## src/rtl/vram_pkg.sv

```systemverilog
// vram_pkg: shared types and constants for the VRAM arbiter
package vram_pkg;
  localparam int VRAM_ADDR_W = 15;
  typedef logic [11:0] rgb444_t;
  typedef logic [VRAM_ADDR_W-1:0] fb_addr_t;
  typedef enum logic [1:0] {SLOT_IDLE, SLOT_READ, SLOT_CLEAR, SLOT_WRITE} slot_owner_e;
  localparam rgb444_t BORDER_COLOR = 12'h000;
  typedef struct packed {
    logic [7:0] x;
    logic [6:0] y;
    rgb444_t data;
  } wq_entry_t;
endpackage

```

## src/rtl/vram_wr_fifo.sv

```systemverilog
// vram_wr_fifo: synchronous FIFO of pending {x,y,data} framebuffer writes
module vram_wr_fifo
  import vram_pkg::*;
#(
  parameter int DEPTH = 4,
  parameter int W = $bits(wq_entry_t)
) (
  input  logic clk,
  input  logic rst,
  input  logic push,
  input  logic pop,
  input  logic [W-1:0] din,
  output logic [W-1:0] dout,
  output logic full,
  output logic empty,
  output logic [$clog2(DEPTH):0] count
);
  localparam int AW = $clog2(DEPTH);
  logic [W-1:0] mem [DEPTH];
  logic [AW-1:0] rd_ptr, wr_ptr;
  logic push_ok, pop_ok;
  assign full = count == (AW+1)'(DEPTH);
  assign empty = count == '0;
  assign push_ok = push && !full;
  assign pop_ok = pop && !empty;
  assign dout = mem[rd_ptr];
  always_ff @(posedge clk or posedge rst)
    if (rst) begin
      rd_ptr <= '0;
      wr_ptr <= '0;
      count <= '0;
    end else begin
      if (push_ok) wr_ptr <= wr_ptr + 1'b1;
      if (pop_ok) rd_ptr <= rd_ptr + 1'b1;
      count <= count + (AW+1)'(push_ok) - (AW+1)'(pop_ok);
    end
  always_ff @(posedge clk)
    if (push_ok) mem[wr_ptr] <= din;
endmodule

```

## src/rtl/vram_arbiter.sv

```systemverilog
// vram_arbiter: shares one VRAM port between scan-out reads (absolute priority) and FIFO-buffered game writes.
// Define VRAM_CLEAR_EN to add a full-framebuffer clear sweep (clear_req/clear_color/clear_busy).
module vram_arbiter
  import vram_pkg::*;
#(
  parameter int FB_W = 160,
  parameter int FB_H = 120,
  parameter int SCALE_SHIFT = 2,
  parameter int ADDR_W = 15,
  parameter int WQ_DEPTH = 4
) (
  input  logic vga_clk,
  input  logic clr,
  input  logic vga_rdn,
  input  logic [9:0] vga_row,
  input  logic [9:0] vga_col,
  output logic [11:0] vga_pixel,
  input  logic wr_valid,
  output logic wr_ready,
  input  logic [7:0] wr_x,
  input  logic [6:0] wr_y,
  input  logic [11:0] wr_data,
`ifdef VRAM_CLEAR_EN
  input  logic clear_req,
  input  logic [11:0] clear_color,
  output logic clear_busy,
`endif
  output logic mem_en,
  output logic mem_we,
  output logic [ADDR_W-1:0] mem_addr,
  output logic [11:0] mem_wdata,
  input  logic [11:0] mem_rdata
);
  localparam logic [10:0] ROW_LIM = 11'(FB_H << SCALE_SHIFT);
  localparam logic [10:0] COL_LIM = 11'(FB_W << SCALE_SHIFT);
  localparam logic [8:0] X_LIM = 9'(FB_W);
  localparam logic [7:0] Y_LIM = 8'(FB_H);
  localparam int QW = $clog2(WQ_DEPTH);
  wq_entry_t head;
  logic [$bits(wq_entry_t)-1:0] head_bits;
  logic full, empty, rd_win, head_ok, rd_v1, rd_v2, sweep;
  logic [QW:0] count;
  logic [ADDR_W-1:0] rd_addr, wr_addr, clr_addr;
  rgb444_t clr_data;
  slot_owner_e owner;
  assign rd_win = !vga_rdn && {1'b0, vga_row} < ROW_LIM && {1'b0, vga_col} < COL_LIM;
  assign rd_addr = ADDR_W'(32'(vga_row >> SCALE_SHIFT) * FB_W + 32'(vga_col >> SCALE_SHIFT));
  assign head = head_bits;
  assign wr_addr = ADDR_W'(32'(head.y) * FB_W + 32'(head.x));
  assign head_ok = {1'b0, head.x} < X_LIM && {1'b0, head.y} < Y_LIM;
  assign wr_ready = count != (QW+1)'(WQ_DEPTH);
  always_comb owner = rd_win ? SLOT_READ : sweep ? SLOT_CLEAR : !empty ? SLOT_WRITE : SLOT_IDLE;
  vram_wr_fifo #(.DEPTH(WQ_DEPTH)) u_fifo (
    .clk(vga_clk),
    .rst(clr),
    .push(wr_valid && !full),
    .pop(owner == SLOT_WRITE),
    .din({wr_x, wr_y, wr_data}),
    .dout(head_bits),
    .full(full),
    .empty(empty),
    .count(count)
  );
  // Out-of-range FIFO heads are still popped, but never touch the RAM.
  always_ff @(posedge vga_clk or posedge clr)
    if (clr) begin
      rd_v1 <= 1'b0;
      rd_v2 <= 1'b0;
      vga_pixel <= BORDER_COLOR;
      mem_en <= 1'b0;
      mem_we <= 1'b0;
      mem_addr <= '0;
      mem_wdata <= '0;
    end else begin
      rd_v1 <= rd_win;
      rd_v2 <= rd_v1;
      vga_pixel <= rd_v2 ? mem_rdata : BORDER_COLOR;
      mem_en <= owner == SLOT_READ || owner == SLOT_CLEAR || (owner == SLOT_WRITE && head_ok);
      mem_we <= owner == SLOT_CLEAR || (owner == SLOT_WRITE && head_ok);
      mem_addr <= owner == SLOT_READ ? rd_addr : owner == SLOT_CLEAR ? clr_addr : wr_addr;
      mem_wdata <= owner == SLOT_CLEAR ? clr_data : head.data;
    end
`ifdef VRAM_CLEAR_EN
  typedef enum logic {CLR_IDLE, CLR_SWEEP} clr_state_e;
  localparam logic [ADDR_W-1:0] LAST = ADDR_W'(FB_W * FB_H - 1);
  clr_state_e state, state_d;
  always_comb
    state_d = state == CLR_IDLE ? (clear_req ? CLR_SWEEP : CLR_IDLE)
            : (!rd_win && clr_addr == LAST) ? CLR_IDLE : CLR_SWEEP;
  always_ff @(posedge vga_clk or posedge clr)
    if (clr) begin
      state <= CLR_IDLE;
      clr_addr <= '0;
      clr_data <= '0;
    end else begin
      state <= state_d;
      if (state == CLR_IDLE && clear_req) begin
        clr_addr <= '0;
        clr_data <= clear_color;
      end else if (owner == SLOT_CLEAR) clr_addr <= clr_addr + 1'b1;
    end
  assign sweep = state == CLR_SWEEP;
  assign clear_busy = sweep;
`else
  assign sweep = 1'b0;
  assign clr_addr = '0;
  assign clr_data = '0;
`endif
endmodule

```

## config.mk

```make
export PLATFORM = sky130hd
export DESIGN_NAME = vram_arbiter
export DESIGN_NICKNAME = d
export VERILOG_FILES = /design/src/rtl/vram_pkg.sv /design/src/rtl/vram_wr_fifo.sv /design/src/rtl/vram_arbiter.sv
export SDC_FILE = /design/constraint.sdc
export NUM_CORES = 1
export LEC_CHECK = 0
export CAP_MARGIN = 25
export CELL_PAD_IN_SITES_DETAIL_PLACEMENT = 1
export CELL_PAD_IN_SITES_GLOBAL_PLACEMENT = 2
export CORE_MARGIN = 4
export CORE_UTILIZATION = 42
export CTS_CLUSTER_DIAMETER = 120
export DETAILED_ROUTE_END_ITERATION = 7
export MAX_ROUTING_LAYER = met4
export PLACE_DENSITY_LB_ADDON = 0.1
export SYNTH_ARGS = -nofsm -noshare
export SYNTH_HDL_FRONTEND = slang
export SYNTH_SLANG_ARGS = --single-unit
```

## constraint.sdc

```tcl
create_clock -name vga_clk -period 9.5 [get_ports vga_clk]
set_input_delay 0.95 -clock vga_clk [delete_from_list [all_inputs] [get_ports vga_clk]]
set_output_delay 0.95 -clock vga_clk [all_outputs]
set_load 0.01 [all_outputs]
```

Word-level counts from Yosys, hierarchy flattened --
Memory sizes are Yosys's and may differ from the RTL's. Cells that the tools add are included.
Operators by class: add/subtract/negate cells 6, multipliers 2, magnitude comparators 4, eq/ne operators 5, mux-type cells 8, reductions and logical operators 14
Operators by type and width (number):
- adder 15 x 8 -> 15 bit | 2
- 2-to-1 mux 15 bit | 2
- 2-to-1 mux 12 bit | 2
- less-than comparator 10 bit, second input constant | 1
- less-than comparator 10 x 9 -> 1 bit, second input constant | 1
- multiplier 7 x 3 -> 10 bit, second input constant | 1
- multiplier 8 x 3 -> 10 bit, second input constant | 1
- less-than comparator 8 bit, second input constant | 1
- logical AND 1 bit | 7
- less-than comparator 7 bit, second input constant | 1
- adder 2 x 1 -> 2 bit, second input constant | 2
- equality test 2 bit, second input constant | 2
- 2-to-1 mux 2 bit | 2
- adder 3 x 1 -> 3 bit | 1
- equality test 3 bit, second input constant | 1
- zero test 1 bit | 3
- zero test 3 bit | 1
- logical OR 1 bit | 3
- != test 3 bit, second input constant | 1
- subtractor 3 x 1 -> 3 bit | 1
- equality test 2 x 1 -> 1 bit, second input constant | 1
- 2-to-1 mux 1 bit | 2
Word-level totals: bits in registers 50, bits in writable memories 108, bits of input ports 63, output and inout port bits 42, word-level logic and storage cells 50, memories 1
Memory list:
- u_fifo.mem | depth 4, bits a word 27, rd ports 1, clocked after memory_dff 0, write ports 1, RTL line vram_wr_fifo.sv:19 | logic [W-1:0] mem [DEPTH];

Depth between registers and ports, before layout --
Gate-level depths: netlist of run 1.
depth after elaboration 7, depth in mapped cells 13, gate-level depth less buffers 11

Cells and area by module --
Synthesis of run 1 repeated with hierarchy kept, for this count alone.
Unflattened totals: cell total of the unflattened synthesis 422, area total of the unflattened synthesis 6821.5 um^2
By module, submodules not included:
- vram_wr_fifo | times used 1, cells an instance 183, area an instance 4375.4 um^2, seq. area each 3418.3 um^2
- vram_arbiter | times used 1, cells an instance 239, area an instance 2446.1 um^2, seq. area each 1076.0 um^2

Worst setup path after synthesis of run 1 --
OpenSTA, ideal clock, no wires.
path kind reg-to-reg, from reg u_fifo.rd_ptr[0], to reg mem_addr[13], library setup time 135 ps, arrival time 3110 ps, required time 9365 ps, setup slack 6256 ps, stages on the path, launching flop included 14, path buffers 2, clock period less this slack 3244 ps, cell sequence dfrtp_1 > buf_4 > buf_4 > mux4_2 > ha_1 > ha_1 > inv_1 > fa_1 > nand2b_1 > a21oi_1 > xor2_1 > nand3_1 > xor2_1 > mux2i_1
On the way: cells in the longest elaborated chain, start to end 5
RTL lines:
- start, declared | RTL line vram_wr_fifo.sv:20 | logic [AW-1:0] rd_ptr, wr_ptr;
- start signal, assigned | RTL line vram_wr_fifo.sv:34 | if (pop_ok) rd_ptr <= rd_ptr + 1'b1;
- memory read (4 x 27 bit) *
- multiplier 7 x 3 -> 10 bit | RTL line vram_arbiter.sv:49 | assign wr_addr = ADDR_W'(32'(head.y) * FB_W + 32'(head.x));
- adder 15 x 8 -> 15 bit * | RTL line vram_arbiter.sv:49
- 2-to-1 mux 15 bit * (2 in series) | RTL line vram_arbiter.sv:80 | mem_addr <= owner == SLOT_READ ? rd_addr : owner == SLOT_CLEAR ? clr_addr : wr_addr;
- end signal, assigned | RTL line vram_arbiter.sv:80
- end, declared | RTL line vram_arbiter.sv:30 | output logic [ADDR_W-1:0] mem_addr,
Mark *: on every way between the ends. The rest lies on a longest branch, timed or not. A chain may end at the register's enable or synchronous reset.

Final worst setup path of run 1 --
from in vga_row[7], to reg u_fifo.count[2]
On the way: cells in the longest elaborated chain, start to end 7
RTL lines:
- start, declared | RTL line vram_arbiter.sv:15 | input logic [9:0] vga_row,
- less-than comparator 10 x 9 -> 1 bit | RTL line vram_arbiter.sv:46 | assign rd_win = !vga_rdn && {1'b0, vga_row} < ROW_LIM && {1'b0, vga_col} < COL_LIM;
- logical AND 1 bit (2 in series) | RTL line vram_arbiter.sv:46
- 2-to-1 mux 2 bit | RTL line vram_arbiter.sv:52 | always_comb owner = rd_win ? SLOT_READ : sweep ? SLOT_CLEAR : !empty ? SLOT_WRITE : SLOT_IDLE;
- equality test 2 bit | RTL line vram_arbiter.sv:57 | .pop(owner == SLOT_WRITE),
- logical AND 1 bit | RTL line vram_wr_fifo.sv:25 | assign pop_ok = pop && !empty;
- named net u_fifo.pop_ok | RTL line vram_wr_fifo.sv:21 | logic push_ok, pop_ok;
- subtractor 3 x 1 -> 3 bit | RTL line vram_wr_fifo.sv:35 | count <= count + (AW+1)'(push_ok) - (AW+1)'(pop_ok);
- end signal, assigned | RTL line vram_wr_fifo.sv:35
- end, declared | RTL line vram_wr_fifo.sv:16 | output logic [$clog2(DEPTH):0] count
The timed path passes the listed nets, and every way through them passes these cells.

==> results.ini, run 1 <==
[logic_synthesis]
synthMuxAreaShare=0.09433
synth-xor-area-share=0.03157
yosysTopAreaCellShare=0.4870
mappedNetlistArea_um2=6659
yosys_warnings=0
synth_edf_count=108
synthCells=400
ys_seq_area_frac=0.6749
synth_flop_cell=edfxtp_1
synth_top_family_by_area=multiplexers
synth_compound_area_frac=0.03382
synthAdderAreaFrac=0.07892
yosysTopAreaCell=edfxtp_1
yosys.area_share.simple=0.06858
synth.area.top_cells=edfxtp_1, dfrtp_1, mux4_2, ha_1, xor2_1
synth_nets=502
synth_seq_cells=158
synthArstFlopShare=0.3165
avgSynthCellArea_um2=16.65
synth_cell_types=45

[worst_setup_path]
crit_chain=clkdlybuf4s50_1, nand4_1, nand3_1, buf_4, inv_1, nor2_1, ha_1, inv_1, ha_1, inv_1, fa_1, xnor2_1, xnor2_1
crit_type=primary input to flop
reg2reg_to=mem_addr[13]
reg2reg_depth=12
crit_top_cell=inv_1
crit_path_end_kind=flop
crit_fanout=20
crit_start=vga_row[7]
slowest_stage=clkdlybuf4s50_1
required_ps=9830
cp.arrival_ps=3890
rr_startpoint=u_fifo.rd_ptr[0]
reg2reg_slack_ps=6060
endpoint=u_fifo.count[2]
slowest_delay_ps=520
startpoint_type=primary input

[floorplanning]
dieArea_um2=17930
rows=45
die_x_um=133.9
die_h_um=133.9
core_um2=15370
initial_core_util=0.4332
ios=105

[cells_and_area]
seqCellArea_um2=4496
fillers=1451
utilization=0.5516
multi_input_area_um2=2046
final_nets=619
diodes=0
final_cells=741
drive_gt1_frac=0.1377
area_growth_pct=27.32

[clocking]
cts_sinks=158
cts_buffers=17
hold_buffers=0
cts-root-buf=clkbuf_16
cts_buffer_depth=2
insertion_delay_ps=420
cts_setup_buffers=0
path_clk_slew_ps=60
cts_tree=done
htree_levels=4
cts_resized=0

[route]
first_pass_iters=6
num_vias=3707
routedWlPerCell_um=18.34
avgViaCountPerCell=5.003
finalWirelength_um=13590
drc=0
drt_iter0_drc=153
final_antenna_net_count=0

[sta]
slew_headroom=0.5347
final.min_clock_period_ps=3555
hold_viol=0
drv_slew=0
skew_ps=14.57
tightest_slew_ps=697.9
finalSetupViolations=0
rsz0062_at_grt=false
min_period_over_period=0.3742
setup_tns_ps=0
fmax_mhz=281.3

[grt]
grt_overflow=0
grt_max_degree=51
grt_pass1_vias=4182
antenna_found_initial=0
grt_pass1_wl_um=22450
grtUsageTotal=0.1672

[placed_design]
portBuffers=100
dpl.cell_count=708
dp_hpwl_um=8949
gp_congestion=0.7661

[status]
status=complete, no violations

[hold_path]
hp-class=flop to flop

[power]
vdd_drop_max_mv=0.2001
power_density_nw_per_um2=324.6
leakagePower_nw=3.248
total_power_mw=2.752

[flow_run]
maxCapViolations=0

[flip-flops by register name (all words and copies together) (netlist names)]
register,count
rd_v2,1
mem_en,1
mem_addr,15
u_fifo.count,3
vga_pixel,12
mem_we,1
u_fifo.rd_ptr,2
mem_wdata,12
rd_v1,1
u_fifo.mem,108
u_fifo.wr_ptr,2
[Yosys cell counts (2+ instances only)]
cell type and number:
edfxtp_1 108, dfrtp_1 50, ha_1 34, nand2_1 28, mux4_2 27, inv_1 19
nor2_1 16, xor2_1 14, and2_1 13, xnor2_1 10, a21oi_1 7, o21ai_0 7
and3_1 5, clkbuf_1 5, fa_1 5, a21o_1 4, nand3_1 4, nand2b_1 3
nor2b_1 3, nor3b_1 3, o21ai_1 3, a211oi_1 2, buf_2 2, buf_4 2
mux2i_1 2, nand4_1 2, nor3_1 2, o211ai_1 2, o22ai_1 2
[power breakdown]
group / leakage [nW] / internal (mW) / total [mW] / switching (mW)
registers: 1.60 / 0.931 / 0.991 / 0.0601
logic: 1.39 / 0.565 / 1.16 / 0.591
clock network: 0.260 / 0.337 / 0.605 / 0.268
[critical path, delay by kind of cell]
| kind | cells | cell delay, ps |
|---|---|---|
| xor gates and xnor gates | 2 | 330 |
| adders and majority gates | 3 | 810 |
| buffers and inverters | 5 | 1200 |
| and+or+nand+nor | 3 | 560 |
[per-stage QoR]
stage                     instance area [um^2]  hold slack, ps  setup WS [ps]
after global routing                      8478           368.0           5718
after CTS                                 8458           352.6           5611
after floorplan                           6659           331.2           6256
after detailed placement                  7930           338.9           5490
after global placement                    7930           337.5           5584
final                                     8478           348.5           5945
[layout make-up]
class | instances | area share
inverter | 19 | 0.008412
clock buffer | 20 | 0.05151
timing repair buffer | 108 | 0.1266
multi-input combinational | 213 | 0.2413
clock inverter | 12 | 0.01077
tap | 211 | 0.03114
sequential | 158 | 0.5303
[logic make-up (layout without fill, tap and decap cells)]
group,after synthesis,in the layout
XOR/XNOR,24,24
AO/OA/AOI/OAI,34,34
adder cells (fa/ha/maj),39,39
multiplexers,29,29
AND/OR/NAND/NOR,87,87
buffers and inverters,29,159
flip-flops,158,158
[worst min-delay path by stage]
stage / startpoint / to / slack [ps] / cells past startpoint
floorplan: rd_v1 / rd_v2 / 330 / 0
global placement: rd_v1 / rd_v2 / 340 / 0
detailed placement: rd_v1 / rd_v2 / 340 / 0
CTS: rd_v1 / rd_v2 / 350 / 0
global route: rd_v1 / rd_v2 / 370 / 0
finish: rd_v1 / rd_v2 / 350 / 0
[cell usage in the layout (no fill, tap or decap), types with 5 or more instances in the layout]
cell / n
mux4_2: 27
nor2_1: 16
dfrtp_1: 49
clkdlybuf4s50_1: 100
xor2_1: 14
ha_1: 34
and2_1: 13
fa_1: 5
edfxtp_1: 108
inv_1: 18
xnor2_1: 10
buf_4: 7
nand2_1: 28
clkbuf_16: 17
o21ai_0: 7
and3_1: 5
a21oi_1: 7
[metal layers]
metal,track usage,routed length [um],up-vias
met4,0.04800,138,0
li1,-,-,1728
met3,0.03601,521,11
met5,-,0,-
met2,0.2864,7286,74
met1,0.2011,5641,1894
Note: power is estimated with default switching activity, not from simulation.
==> run 2: changes to the inputs <==
--- a/config.mk
+++ b/config.mk
@@ -9,7 +9,7 @@
 export CELL_PAD_IN_SITES_DETAIL_PLACEMENT = 1
 export CELL_PAD_IN_SITES_GLOBAL_PLACEMENT = 2
 export CORE_MARGIN = 4
-export CORE_UTILIZATION = 42
+export CORE_UTILIZATION = 35
 export CTS_CLUSTER_DIAMETER = 120
 export DETAILED_ROUTE_END_ITERATION = 7
 export MAX_ROUTING_LAYER = met4
==> constraint.sdc (replaced) <==
create_clock -name vga_clk -period 3 [get_ports vga_clk]
set_input_delay 0.3 -clock vga_clk [delete_from_list [all_inputs] [get_ports vga_clk]]
set_output_delay 0.3 -clock vga_clk [all_outputs]
set_load 0.01 [all_outputs]
==> run 2 against run 1 <==
Effect of this change: worst setup slack lost 5800 ps; via count grew 0.89%; die area grew 19%; sequential share of layout area shrank 2.4 points; clock skew shrank 8.3 ps; first-iteration DRC count shrank 25%; sequential cell count is the same; critical path type is now flop to flop; highest routed layer unchanged.
==> results.ini, run 2 (same netlist as run 1, synthesis figures left out) <==
[worst_setup_path]
required_ps=3350  ; was 9830 ps
crit_type=flop to flop  ; was primary input to flop
cp.arrival_ps=3240  ; was 3890 ps
slowest_stage=mux4_2  ; was clkdlybuf4s50_1
path_delay_family=adder cells  ; was buffers and inverters
crit_fanout=3  ; was 20
crit_chain=buf_6, mux4_2, ha_4, ha_4, inv_2, fa_2, nand2b_4, a21oi_4, xor2_2, buf_4, xor2_1, nand2_1, o21ai_1  ; was clkdlybuf4s50_1, nand4_1, nand3_1, buf_4, inv_1, nor2_1, ha_1, inv_1, ha_1, inv_1, fa_1, xnor2_1, xnor2_1
slowest_delay_ps=560  ; was 520 ps
crit_path_end_kind=flop  ; unchanged
critPathBufInv=3  ; was 5
crit_top_cell=ha_4  ; was inv_1
startpoint_type=flop  ; was primary input

[cells_and_area]
final_cells=792  ; was 741
reg_top3=u_fifo.mem (108), mem_addr (15)  ; unchanged
final_common_cell=edfxtp_1  ; unchanged
final_cell_mix=edfxtp_1, clkdlybuf4s50_1, dfrtp_1, buf_4, ha_1  ; was edfxtp_1, clkdlybuf4s50_1, dfrtp_1, ha_1, nand2_1
stdcell_area_um2=8881  ; was 8478 um^2
utilization=0.4748  ; was 0.5516
largest_reg_flops=108  ; unchanged
final_nets=647  ; was 619
diodes=0  ; unchanged
area_growth_pct=33.37  ; was 27.32%
regMostFlops=u_fifo.mem  ; unchanged
drive_gt1_frac=0.2043  ; was 0.1377

[grt]
antenna_found_initial=0  ; unchanged
grtUsageTotal=0.1410  ; was 0.1672
grt_overflow=0  ; unchanged
grt_pass1_wl_um=22870  ; was 22450 um
grt_max_degree=39  ; was 51
grt_pass1_vias=4281  ; was 4182

[sta]
finalSetupViolations=0  ; unchanged
skew_ps=6.278  ; was 14.57 ps
slew_headroom=0.6378  ; was 0.5347
final.min_clock_period_ps=2894
hold_viol=0  ; unchanged
setup_tns_ps=0  ; unchanged
min_period_over_period=0.9647
tightest_slew_ps=543.4  ; was 697.9 ps
fmax_mhz=345.5
setup_slack_ps=105.9  ; was 5945 ps
whs_ps=142.3  ; was 348.5 ps
rsz0062_at_grt=true  ; was false
drv_slew=0  ; unchanged

[hold_path]
hp-class=primary input to async pin  ; was flop to flop

[placed_design]
dpl.cell_count=756  ; was 708
place_area_um2=8185  ; was 7930 um^2
place_ws_ps=-128.4  ; was 5490 ps
gp_congestion=0.6839  ; was 0.7661
portBuffers=100  ; unchanged
dp_hpwl_um=9618  ; was 8949 um

[power]
swShare=0.3243  ; was 0.3340
seq_power_share=0.320  ; was 0.360
combPwrFrac=0.463  ; was 0.420
p_clk_frac=0.217  ; was 0.220
power_density_nw_per_um2=1102  ; was 324.6 nW/um^2
leakagePower_nw=3.436  ; was 3.248 nW
p_int_mw=6.611  ; was 1.833 mW
vdd_drop_max_mv=0.5575  ; was 0.2001 mV
power_switching_mw=3.173  ; was 919.2 uW
total_power_mw=9.784  ; was 2.752 mW

[flow_run]
maxCapViolations=0  ; unchanged

[route]
final_antenna_net_count=0  ; unchanged
drc=0  ; unchanged
first_pass_iters=4  ; was 6
routedWlPerCell_um=17.49  ; was 18.34 um
drt_iter0_drc=115  ; was 153
avgViaCountPerCell=4.722  ; was 5.003
num_vias=3740  ; was 3707
finalWirelength_um=13850  ; was 13590 um

[floorplanning]
rows=50  ; was 45
die_h_um=145.9  ; was 133.9 um
core_um2=18710  ; was 15370 um^2
dieArea_um2=21300  ; was 17930 um^2
die_x_um=145.9  ; was 133.9 um
initial_core_util=0.3560  ; was 0.4332
ios=105  ; unchanged

[clocking]
path_clk_slew_ps=60  ; about the same
cts_tree=done  ; unchanged
cts_buffer_depth=2  ; unchanged
htree_levels=4  ; unchanged
cts-root-buf=clkbuf_16  ; unchanged
cts_sinks=158  ; unchanged
cts_buffers=17  ; unchanged
insertion_delay_ps=420  ; about the same

[status]
status=complete, no violations  ; unchanged

[run 2: layout make-up]
type	count	area, um^2
Inverter	19	71.32
Fill cell	1805	9824
Sequential cell	158	4496
Clock inverter	15	162.7
Timing Repair Buffer	136	1287
Clock buffer	17	425.4
Multi-Input combinational cell	213	2146
Tap cell	234	292.8
[run 2: what timing repair did]
action,CTS,global route
endpoints found under the hold margin,0,0
endpoints found under the setup margin,3,3
buffers inserted,2,2
hold buffers,0,0
resized for setup,3,6
pin swaps,2,9
[run 2: power by group through the flow]
| stage | sequential, mW | combinational (mW) | clock [mW] |
|---|---|---|---|
| final | 3.13 | 4.53 | 2.13 |
| after global routing | 3.18 | 5.06 | 2.29 |
| after CTS | 3.14 | 4.37 | 2.19 |
| after detailed placement | 3.20 | 4.24 | 0 |
| after global placement | 3.18 | 4.17 | 0 |
| after floorplan | 3.22 | 2.58 | 0 |
[run 2: metal layers]
metal | track usage | routed length (um) | share of wire
met5 | - | 0 | 0
met4 | 0.04843 | 171 | 0.012
met3 | 0.03457 | 612 | 0.044
met2 | 0.2303 | 6890 | 0.50
met1 | 0.1723 | 6178 | 0.45
[run 2: worst paths after layout]
path,startpoint,to,slack (ps),cells after the start
max in group asynchronous,clr,u_fifo.rd_ptr[0],2000,3
min reg2reg,rd_v1,rd_v2,350,0
max reg2reg,u_fifo.rd_ptr[0],mem_addr[12],110,13
min,clr,vga_pixel[5],140,2
min in group vga_clk,rd_v1,rd_v2,350,0
max,u_fifo.rd_ptr[0],mem_addr[12],110,13
==> RTL change, RTL diff (settings of run 2) <==
Build with the macro `VRAM_CLEAR_EN` defined.
--- a/src/rtl/vram_arbiter.sv
+++ b/src/rtl/vram_arbiter.sv
@@ -1,5 +1,7 @@
 // vram_arbiter: shares one VRAM port between scan-out reads (absolute priority) and FIFO-buffered game writes.
 // Define VRAM_CLEAR_EN to add a full-framebuffer clear sweep (clear_req/clear_color/clear_busy).
+`define VRAM_CLEAR_EN
+
 module vram_arbiter
   import vram_pkg::*;
 #(
Ports: changed (added clear_busy, clear_color and clear_req); port bits go from 105 to 119. The function was not compared with the original's and may differ.
==> RTL change against run 2 <==
The flow now finishes with violations (negative setup slack); sequential cell count up 28; first-iteration DRC count up 120%; design area up 24%; routed wire length up 41%; power up 13%; via count up 38%; non-clock buffer count up 35; area after synthesis up 24%; final cell count up 36%; setup slack worse by 420 ps.
==> RTL change: results (changes against run 2) <==
- Clock-cell share of area: 0.0592 (was 0.0662)
- Arrival @ worst endpoint: 3620 ps (was 3240 ps)
- The via-per-instance ratio is 4.80 (was 4.72).
- The layout net count came to 863 (was 647).
* Post-cts gate resize count: 17 (was 3)
- Multi-input combinational gate total: 339 (was 213)
* Synth cell count leaders: sky130_fd_sc_hd__edfxtp_1 (108), sky130_fd_sc_hd__dfrtp_1 (78), sky130_fd_sc_hd__nand2_1 (56) (was sky130_fd_sc_hd__edfxtp_1 (108), sky130_fd_sc_hd__dfrtp_1 (50), sky130_fd_sc_hd__ha_1 (34))
- Count of placed standard cells including taps: 1039 (was 756)
* Largest net degree at the start of global routing: 34 (was 39)
- Switching part of the total: 0.351 (was 0.324)
- TNS Setup: -627 ps (was 0 ps)
- Final setup violation count: 4 (was 0)
* CP peak stage delay: 600 ps (was 560 ps)
* Setup repair bufs after CTS: 3 (was 2)
* Violated checks: negative setup slack
- The number of distinct library cells after synthesis is 62 (was 45).
- The cell count of the worst reg-to-reg path was 11 (was 13).
- FFs w/ async S/R, synth: 0.419 (was 0.316)
- The final core utilization came to 0.470 (was 0.475).
* Final setup slack of the worst path: -315 ps (was 106 ps)
- The worst-case vdd ir drop is 0.520 mV (was 0.558 mV).
- The average instance area after synthesis is 14.5 µm² (was 16.6 µm²).
* Hpwl dp: 14200 µm (was 9620 µm)
- Share of synthesized area occupied by flip-flops and latches: 0.627 (was 0.675)
* Synth Net Count: 690 (was 502)
- Global Route met1 Usage: 0.215 (was 0.172)
- Outcome: finished, violations left (was finished, final reports clean).
==> RTL change: cell types whose count changed after synthesis, moves of 4 or more <==
cell,run 2,this run
sky130_fd_sc_hd__nand2_1,28,56
sky130_fd_sc_hd__nor2_1,16,35
sky130_fd_sc_hd__nand4_1,2,7
sky130_fd_sc_hd__a21oi_1,7,11
sky130_fd_sc_hd__xnor2_1,10,16
sky130_fd_sc_hd__ha_1,34,38
sky130_fd_sc_hd__dfrtp_1,50,78
sky130_fd_sc_hd__inv_1,19,28
sky130_fd_sc_hd__o21ai_0,7,15
sky130_fd_sc_hd__mux2i_1,2,8
sky130_fd_sc_hd__nand3_1,4,10
sky130_fd_sc_hd__mux2_2,0,12
sky130_fd_sc_hd__xor2_1,14,20
==> RTL change: routing by layer <==
layer	share of wire	up-vias
li1	-	2429
met1	0.47	2631
met4	0.0094	0
met2	0.50	93
met5	0	-
met3	0.029	15
